**src/rtl/sr_flag_arbiter_if.sv**
```systemverilog
// ---------------------------------------------------------------------------
// sr_flag_arbiter_if
//   Bundle of request/command inputs and flag/error outputs for the shared
//   SR flag bank.
//
//   Requester side (master drives):
//     REQ   [NREQ]        per-requester request, held until granted
//     S     [NREQ]        per-requester set bit
//     R     [NREQ]        per-requester reset bit
//     IDX   [NREQ*IDXW]   per-requester flag index, field i = IDX[i*IDXW +: IDXW]
//   Bank side (slave drives):
//     GNT     [NREQ]      one-hot grant pulse
//     Q       [NFLAG]     flag bank state
//     Qbar    [NFLAG]     ~Q
//     ERR                 one-cycle illegal-command pulse
//     ERR_ID  [IDW]       requester index of the most recent illegal command
//     ERR_CNT [8]         saturating illegal-command count
// ---------------------------------------------------------------------------
interface sr_flag_arbiter_if #(
  parameter int NREQ  = 4,
  parameter int NFLAG = 6,
  parameter int IDXW  = 3
);
  localparam int IDW = (NREQ > 1) ? $clog2(NREQ) : 1;

  logic [NREQ-1:0]      REQ;
  logic [NREQ-1:0]      S;
  logic [NREQ-1:0]      R;
  logic [NREQ*IDXW-1:0] IDX;

  logic [NREQ-1:0]      GNT;
  logic [NFLAG-1:0]     Q;
  logic [NFLAG-1:0]     Qbar;
  logic                 ERR;
  logic [IDW-1:0]       ERR_ID;
  logic [7:0]           ERR_CNT;

  modport master (
    output REQ, S, R, IDX,
    input  GNT, Q, Qbar, ERR, ERR_ID, ERR_CNT
  );

  modport slave (
    input  REQ, S, R, IDX,
    output GNT, Q, Qbar, ERR, ERR_ID, ERR_CNT
  );
endinterface

```
**src/rtl/sr_flag_arbiter.sv**
```systemverilog
// ---------------------------------------------------------------------------
// sr_flag_arbiter
//   Bank of NFLAG SR flags shared by NREQ requesters. A round-robin arbiter
//   picks one requester per clock; its {S,R} command is applied to the flag
//   selected by its IDX field on the same edge that raises its GNT. S=R=1 or
//   an out-of-range index is rejected: no flag changes, ERR pulses, ERR_ID
//   records the requester and ERR_CNT counts up to 255.
//
//   Ports:
//     CLK  clock, all state changes on posedge
//     RST  synchronous active-high reset
//     bus  sr_flag_arbiter_if.slave (REQ/S/R/IDX in; GNT/Q/Qbar/ERR/ERR_ID/
//          ERR_CNT out)
// ---------------------------------------------------------------------------
module sr_flag_arbiter #(
  parameter int NREQ  = 4,
  parameter int NFLAG = 6,
  parameter int IDXW  = 3
) (
  input  logic                  CLK,
  input  logic                  RST,
  sr_flag_arbiter_if.slave      bus
);

  localparam int          IDW    = (NREQ > 1) ? $clog2(NREQ) : 1;
  localparam int unsigned NREQ_U = NREQ;

  typedef enum logic [1:0] {
    CMD_HOLD = 2'b00,
    CMD_CLR  = 2'b01,
    CMD_SET  = 2'b10,
    CMD_ILL  = 2'b11
  } cmd_e;

  // Registered state
  logic [IDW-1:0]   r_ptr;
  logic [NREQ-1:0]  r_gnt;
  logic [NFLAG-1:0] r_q;
  logic             r_err;
  logic [IDW-1:0]   r_err_id;
  logic [7:0]       r_err_cnt;

  // Arbitration / decode wires
  logic [NREQ-1:0]  w_elig;
  int unsigned      w_scan;
  logic [IDW-1:0]   w_cand;
  logic             w_found;
  logic [IDW-1:0]   w_win;
  logic [NREQ-1:0]  w_gnt_oh;
  logic [IDW-1:0]   w_ptr_nxt;
  logic             w_s;
  logic             w_r;
  logic [IDXW-1:0]  w_idx;
  cmd_e             w_cmd;
  logic             w_idx_oob;
  logic             w_illegal;
  logic [NFLAG-1:0] w_q_nxt;

  // Last cycle's winner is masked so a single-command requester has one
  // cycle to drop REQ before it could be granted again.
  assign w_elig = bus.REQ & ~r_gnt;

  // Rotating priority scan starting at r_ptr, wrapping modulo NREQ.
  always_comb begin
    w_found = 1'b0;
    w_win   = '0;
    w_scan  = 0;
    w_cand  = '0;
    for (int unsigned k = 0; k < NREQ_U; k++) begin
      w_scan = 32'(r_ptr) + k;
      if (w_scan >= NREQ_U) begin
        w_scan = w_scan - NREQ_U;
      end
      w_cand = IDW'(w_scan);
      if (!w_found && w_elig[w_cand]) begin
        w_found = 1'b1;
        w_win   = w_cand;
      end
    end
  end

  always_comb begin
    w_gnt_oh        = '0;
    w_gnt_oh[w_win] = 1'b1;
  end

  assign w_ptr_nxt = (w_win == IDW'(NREQ - 1)) ? '0 : w_win + 1'b1;

  // Select the winner's command and index field.
  always_comb begin
    w_s   = 1'b0;
    w_r   = 1'b0;
    w_idx = '0;
    for (int unsigned i = 0; i < NREQ_U; i++) begin
      if (w_win == IDW'(i)) begin
        w_s   = bus.S[i];
        w_r   = bus.R[i];
        w_idx = bus.IDX[i*IDXW +: IDXW];
      end
    end
  end

  assign w_cmd     = cmd_e'({w_s, w_r});
  assign w_idx_oob = ({1'b0, w_idx} >= (IDXW+1)'(NFLAG));
  assign w_illegal = (w_cmd == CMD_ILL) || w_idx_oob;

  // Only the addressed flag may change; illegal commands leave the bank alone.
  always_comb begin
    w_q_nxt = r_q;
    if (w_found && !w_illegal) begin
      for (int unsigned f = 0; f < NFLAG; f++) begin
        if (w_idx == IDXW'(f)) begin
          case (w_cmd)
            CMD_SET: w_q_nxt[f] = 1'b1;
            CMD_CLR: w_q_nxt[f] = 1'b0;
            default: w_q_nxt[f] = r_q[f];
          endcase
        end
      end
    end
  end

  always_ff @(posedge CLK) begin
    if (RST) begin
      r_ptr     <= '0;
      r_gnt     <= '0;
      r_q       <= '0;
      r_err     <= 1'b0;
      r_err_id  <= '0;
      r_err_cnt <= '0;
    end else begin
      r_gnt <= '0;
      r_err <= 1'b0;
      if (w_found) begin
        r_gnt <= w_gnt_oh;
        r_ptr <= w_ptr_nxt;
        r_q   <= w_q_nxt;
        if (w_illegal) begin
          r_err    <= 1'b1;
          r_err_id <= w_win;
          if (r_err_cnt != '1) begin
            r_err_cnt <= r_err_cnt + 8'd1;
          end
        end
      end
    end
  end

  assign bus.GNT     = r_gnt;
  assign bus.Q       = r_q;
  assign bus.Qbar    = ~r_q;
  assign bus.ERR     = r_err;
  assign bus.ERR_ID  = r_err_id;
  assign bus.ERR_CNT = r_err_cnt;

endmodule

```
**src/flat_wrapper.sv**
```systemverilog
// flat-port wrapper written by rule: the top's interface ports become plain ports
module sr_flag_arbiter_flat 
#(
  parameter int NREQ  = 4,
  parameter int NFLAG = 6,
  parameter int IDXW  = 3
)
  (CLK, RST, bus_REQ, bus_S, bus_R, bus_IDX, bus_GNT, bus_Q, bus_Qbar, bus_ERR, bus_ERR_ID, bus_ERR_CNT);
  sr_flag_arbiter_if #(.NREQ(NREQ), .NFLAG(NFLAG), .IDXW(IDXW)) bus_i ();
  input  logic CLK;
  input  logic RST;
  input wire logic [$bits(bus_i.REQ)-1:0] bus_REQ;
  input wire logic [$bits(bus_i.S)-1:0] bus_S;
  input wire logic [$bits(bus_i.R)-1:0] bus_R;
  input wire logic [$bits(bus_i.IDX)-1:0] bus_IDX;
  output wire logic [$bits(bus_i.GNT)-1:0] bus_GNT;
  output wire logic [$bits(bus_i.Q)-1:0] bus_Q;
  output wire logic [$bits(bus_i.Qbar)-1:0] bus_Qbar;
  output wire logic [$bits(bus_i.ERR)-1:0] bus_ERR;
  output wire logic [$bits(bus_i.ERR_ID)-1:0] bus_ERR_ID;
  output wire logic [$bits(bus_i.ERR_CNT)-1:0] bus_ERR_CNT;
  assign bus_i.REQ = bus_REQ;
  assign bus_i.S = bus_S;
  assign bus_i.R = bus_R;
  assign bus_i.IDX = bus_IDX;
  assign bus_GNT = bus_i.GNT;
  assign bus_Q = bus_i.Q;
  assign bus_Qbar = bus_i.Qbar;
  assign bus_ERR = bus_i.ERR;
  assign bus_ERR_ID = bus_i.ERR_ID;
  assign bus_ERR_CNT = bus_i.ERR_CNT;
  sr_flag_arbiter #(.NREQ(NREQ), .NFLAG(NFLAG), .IDXW(IDXW)) u_core (.CLK(CLK), .RST(RST), .bus(bus_i));
endmodule
```
**config.mk**
```make
export PLATFORM = sky130hd
export DESIGN_NAME = sr_flag_arbiter_flat
export DESIGN_NICKNAME = d
export VERILOG_FILES = /design/src/rtl/sr_flag_arbiter_if.sv /design/src/rtl/sr_flag_arbiter.sv /design/src/flat_wrapper.sv
export SDC_FILE = /design/constraint.sdc
export NUM_CORES = 1
export LEC_CHECK = 0
export CAP_MARGIN = 20
export CORE_ASPECT_RATIO = 0.7
export CORE_MARGIN = 2
export CORE_UTILIZATION = 47
export CTS_CLUSTER_SIZE = 20
export DETAILED_ROUTE_END_ITERATION = 12
export GPL_ROUTABILITY_DRIVEN = 0
export HOLD_SLACK_MARGIN = 0.15
export PLACE_DENSITY = 0.9
export RECOVER_POWER = 25
export SETUP_SLACK_MARGIN = 0.4
export SYNTH_ARGS = -nofsm -noshare
export SYNTH_HDL_FRONTEND = slang
export SYNTH_SLANG_ARGS = --single-unit
```
**constraint.sdc**
```tcl
create_clock -name CLK -period 10.85 [get_ports CLK]
set_input_delay 2.17 -clock CLK [delete_from_list [all_inputs] [get_ports CLK]]
set_output_delay 2.17 -clock CLK [all_outputs]
set_load 0.01 [all_outputs]
```
After elaboration in Yosys (flattened, before gate mapping). Index checks and enable logic that the tools add are counted.

Bits in registers: 23. Bits in latches: 0. Memory bits (writable): 0. Bits in read-only memories: 0. Output and inout port bits: 27. Word-level logic and storage cells: 106. Memories kept: 0.

$add $sub $neg: 9. Multiply operators: 0. Div/mod/pow operators: 0. Order comparisons: 11. Equal/unequal tests: 12. Shift-type cells: 0. Multiplexer cells: 37. Bitwise gates (word level): 4. Reduce and logical (&&, ||, !) cells: 22.

Operators by type and width (number): $reduce_and A4 Y1 (6); $mux W1 (18); $mux W2 (9); $lt A2 B3 Y1 const B (5); $ge A3 B3 Y1 const B (4); $mux W3 (4); $add A8 B1 Y8 const B (1); $bmux W1 S2 (4); $eq A2 B2 Y1 const B (4); $ne A8 B8 Y1 const B (1); $sub A2 B1 Y2 const B (4); $add A2 B2 Y3 const B (2); $eq A3 B2 Y1 const B (2); $eq A3 B3 Y1 const B (2); $not A6 Y6 (1); $logic_and A1 B1 Y1 (5); $and A4 B4 Y4 (1); $eq A2 B1 Y1 const B (2); $logic_not A1 Y1 (4); $not A4 Y4 (1); $add A2 B1 Y3 const B (1); $eq A3 B1 Y1 const B (1); $ge A2 B3 Y1 const B (1); $logic_not A3 Y1 (1); 11 further kinds (11).

Depth between registers and ports, before layout.
Depth in word-level cells: 24. Depth in mapped cells: 17.

Worst setup path before layout. Ideal clock, no wire load.

Kind: input port to flip-flop. From: input bus_REQ[1]. To: register u_core.r_q[2] (netlist: u_core.bus.Q[2]). Data arrival time: 4.962 ns. Required time: 10.759 ns. Setup slack: 5.797 ns. Stages on the path: 16. Path buffers: 1. Path through: nor2b_1 -> a211oi_1 -> o32ai_1 -> ha_1 -> buf_6 -> nand3b_1 -> a21oi_1 -> a21oi_1 -> nor2_1 -> a21o_1 -> ha_1 -> nor2b_1 -> o41ai_1 -> nor3b_1 -> a21oi_1 -> a311oi_1.

Cells in the longest elaborated chain, start to end: 23.

Ends and longest elaborated chain: from (decl) (RTL line flat_wrapper.sv:12) `input wire logic [$bits(bus_i.REQ)-1:0] bus_REQ;`; $and A4 B4 Y4 (*) (RTL line sr_flag_arbiter.sv:61) `assign w_elig = bus.REQ & ~r_gnt;`; $bmux W1 S2 (RTL line sr_flag_arbiter.sv:75) `if (!w_found && w_elig[w_cand]) begin`; $mux W1 (implied by the code) (RTL line sr_flag_arbiter.sv:75); $mux W1 (RTL line sr_flag_arbiter.sv:75); $logic_not A1 Y1 (RTL line sr_flag_arbiter.sv:75); $logic_and A1 B1 Y1 (RTL line sr_flag_arbiter.sv:75); $mux W1 (RTL line sr_flag_arbiter.sv:75); $logic_not A1 Y1 (RTL line sr_flag_arbiter.sv:75); [4 not listed]; $mux W2 (RTL line sr_flag_arbiter.sv:75); $logic_not A2 Y1 (RTL line sr_flag_arbiter.sv:95) `if (w_win == IDW'(i)) begin`; $mux W3 / $mux W1 (equally long branches) (4 in a row) (RTL line sr_flag_arbiter.sv:95); $ge A3 B3 Y1 / $eq A2 B2 Y1 (equally long branches) (RTL line sr_flag_arbiter.sv:104, sr_flag_arbiter.sv:105); $logic_or A1 B1 Y1 (RTL line sr_flag_arbiter.sv:105) `assign w_illegal = (w_cmd == CMD_ILL) || w_idx_oob;`; $logic_not A1 Y1 (RTL line sr_flag_arbiter.sv:110) `if (w_found && !w_illegal) begin`; $logic_and A1 B1 Y1 (RTL line sr_flag_arbiter.sv:110); $reduce_and A4 Y1 (no source line); to (signal assigned) (RTL line sr_flag_arbiter.sv:137) `r_q <= w_q_nxt;`; to (decl) (RTL line sr_flag_arbiter.sv:38) `logic [NFLAG-1:0] r_q;`.

Mark *: on every way between the ends. The rest lies on a longest branch, timed or not. The select of a mux whose other input is x is not followed. A chain may end at the register's enable or synchronous reset.

Final worst setup path. Ends and elaborated chain as after synthesis.

==> qor.yml <==
global_routing:
  grt_pass1_wl_mm: 6.29
  grt_pass1_vias: 1353
  antenna_found_initial: 0
  grt_max_degree: 24
  grt_usage_pct: 22.2
  grt.overflow.total: 0
outcome:
  status: "finished clean"
sta:
  min_period_ns: 5.88
  whs_ns: 0.499
  hold_violations: 0
  fin_setup_tns_ns: 0
  period_share_pct: 54.2
  max-slew-margin-rel_pct: 46.3
  setup_viol: 0
  final_max_slew_viol_count: 0
  rsz0062_at_grt: "false"
  max_freq_mhz: 170
  tightestPinTransition_ns: 0.803
  fin_worst_skew_ns: 0.00518
drt:
  post_drt_wl_per_cell_um: 14.1
  drc_errors: 0
  antenna_left: 0
  first_pass_iters: 4
  drt-total-wl_mm: 3.54
  viasPerCell: 5.58
  drt-initial-drc-count: 81
  vias: 1401
worst_setup_path:
  required_ns: 11.02
  r2r_slack_ns: 7.02
  cp_cell_sequence: "clkdlybuf4s50_1 > nor2b_1 > a211oi_1 > o32ai_1 > ha_1 > nand3b_1 > a21oi_1 > a21oi_1 > nor2_1 > a21o_1 > ha_1 > nor2b_1 > o41ai_1 > nor3b_1 > a21oi_1 > a311oi_1"
  path_max_fanout: 11
  cp.depth: 16
  cpMaxStageDelayCell: "o32ai_1"
  cp_slowest_stage_delay_ns: 0.52
  critical_path.startpoint: "bus_REQ[1]"
  critPathKind: "input port to register"
  reg2reg_depth: 15
  timing.rr.end: "u_core.bus.Q[2]"
  arrival_ns: 6.05
  cp-end-kind: "register"
  worstPathBufferInverterCount: 1
  reg2reg_from: "u_core.bus.GNT[1]"
  cp_top_family: "compound AO/OA/AOI/OAI gates"
  crit_path_end: "u_core.bus.Q[2]"
  cp_common_cell: "a21oi_1"
  setup.worst_path.start_class: "input port"
placement:
  placed_area_um2: 1910
  io_buffers: 52
  detailed_place_hpwl_mm: 2.71
power:
  p_int_uw: 271
  power.total_uw: 482
  p_clk_share_pct: 10.9
  power_frac_comb_pct: 63.4
  p_switching_uw: 211
  p_sw_share_pct: 43.7
  seqPwrFrac_pct: 25.8
  power_leakage_uw: 0.000740
  irDropWorstVdd_v: 0.000164
  power_density_nw_per_um2: 246
synth:
  yosysTopAreaCell: "dfxtp_1"
  synthDominantCellAreaShare_pct: 33.0
  seq_area_frac_synth_pct: 33.0
  async_flop_share_pct: 0
  ys_types: 43
  synth.area.top_cells: "dfxtp_1 (33%), a21oi_1 (8.2%), ha_1 (6.3%), a311oi_1 (3.8%), nor2b_1 (3.6%)"
  syn_area_um2: 1400
  synth_common_cells: "a21oi_1 (23), dfxtp_1 (23), inv_1 (11)"
  yosysWarnings: 0
  synth_edf_count: 0
  netlist_instances: 164
  synth_flop_cell: "dfxtp_1"
  avgSynthCellArea_um2: 8.51
  yosys_register_bits: 23
  synth_nets: 197
cts:
  cts.path.max_buffers: 2
  hold_buffers: 0
  cts_resized: 0
  cts_buffers: 3
  clk_pin_slew_ns: 0.08
  cts_tree: "built"
  cts.sinks: 23
  cts-root-buf: "clkbuf_8"
  h-tree-depth: 1
  clk_latency_ns: 0.26
  post_cts_buffers: 0
finish:
  layout.nets: 249
  fill_cells: 218
  diodes: 0
  syn_to_final_growth_pct: 40.2
  stdcell_area_um2: 1960
  drive_gt1_share_pct: 8.37
min_path:
  hold_path.class: "register to register"
floorplan:
  coreArea_um2: 2800
  dieArea_um2: 3430
  start_util_pct: 49.8
  rows: 16
  die_width_um: 69.1
  ios: 53
  die_h_um: 49.6
flow_run:
  cap_violations: 0
worst min-delay path, cell delays in order, from the launching register on:
cell and delay (ns):
dfxtp_1 0.32, o21ai_0 0.07, a21oi_1 0.06
layout make-up:
type	count	area, µm²	area share [%]
well taps	36	45.0	2.30
repair buffers	53	526	26.8
multi-input cells	124	840	42.9
flip-flops and latches	23	460	23.5
clock inverters	1	5.00	0.256
inverters	11	41.3	2.11
clock buffers	3	41.3	2.11
cell usage in the layout (no fill, tap or decap), types with 2 or more instances in the layout:
master | Yosys | final
a211oi_1 | 3 | 3
a21oi_1 | 23 | 23
a311oi_1 | 6 | 6
and2_1 | 4 | 4
and2b_2 | 2 | 2
and3_1 | 2 | 2
clkbuf_8 | 1 | 3
clkdlybuf4s50_1 | 0 | 40
dfxtp_1 | 23 | 23
dlygate4sd3_1 | 0 | 12
ha_1 | 7 | 7
inv_1 | 11 | 11
mux2_2 | 2 | 2
nand2_1 | 9 | 9
nand2b_1 | 2 | 2
nand3_1 | 4 | 4
nand3b_1 | 4 | 4
nor2_1 | 6 | 6
nor2b_1 | 8 | 8
nor3_1 | 4 | 4
nor3b_1 | 5 | 5
o21ai_0 | 7 | 7
o221ai_1 | 2 | 2
o31ai_1 | 3 | 3
or3_2 | 2 | 2
or4_1 | 3 | 3
worst min path at each step:
stage | start | endpoint | cells past startpoint
after detailed placement | u_core.bus.ERR_ID[1] | u_core.bus.ERR_ID[1] | 2
after global placement | u_core.bus.ERR_CNT[7] | u_core.bus.ERR_CNT[7] | 2
after global routing | u_core.bus.ERR_ID[1] | u_core.bus.ERR_ID[1] | 2
after CTS | u_core.bus.ERR_ID[1] | u_core.bus.ERR_ID[1] | 2
after floorplan | u_core.r_ptr[1] | u_core.r_ptr[1] | 2
final | u_core.bus.ERR_ID[1] | u_core.bus.ERR_ID[1] | 2
flip-flops by register name, indices dropped and copies added (netlist names):
signal	cells
u_core.bus.ERR	1
u_core.bus.ERR_CNT	8
u_core.bus.ERR_ID	2
u_core.bus.GNT	4
u_core.bus.Q	6
u_core.r_ptr	2
cell families (layout without fill, tap and decap cells):
kind of cell / after synthesis / after routing / synth area share (%)
simple gates: 63 / 63 / 27.3
fa+ha+maj: 7 / 7 / 6.27
compound gates: 52 / 52 / 24.9
flops: 23 / 23 / 33.0
buf+inv: 17 / 68 / 6.90
mux: 2 / 2 / 1.61
layer usage:
metal	share of wire (%)	global-route usage (%)
met5	0	0
met4	1.2	5.88
met3	6.6	4.29
met2	44	36.1
met1	48	30.5
stage by stage:
step / util (%) / setup WS (ns) / cells
3_5_place_dp: 68.0 / 4.78 / 246
4_1_cts: 69.7 / 5.02 / 250
2_1_floorplan: - / 5.80 / 164
5_1_grt: 69.9 / 4.43 / 251
3_3_place_gp: 68.0 / 4.95 / 246
6_report: 69.9 / 4.97 / 251
power by group through the flow:
stage / combinational [µW] / clock (µW) / sequential (µW)
after CTS: 309 / 53.0 / 125
final: 305 / 52.4 / 124
after floorplan: 208 / 0 / 133
after global placement: 297 / 0 / 125
after global routing: 339 / 57.3 / 128
after detailed placement: 306 / 0 / 126
(Power assumes the default switching activity.)
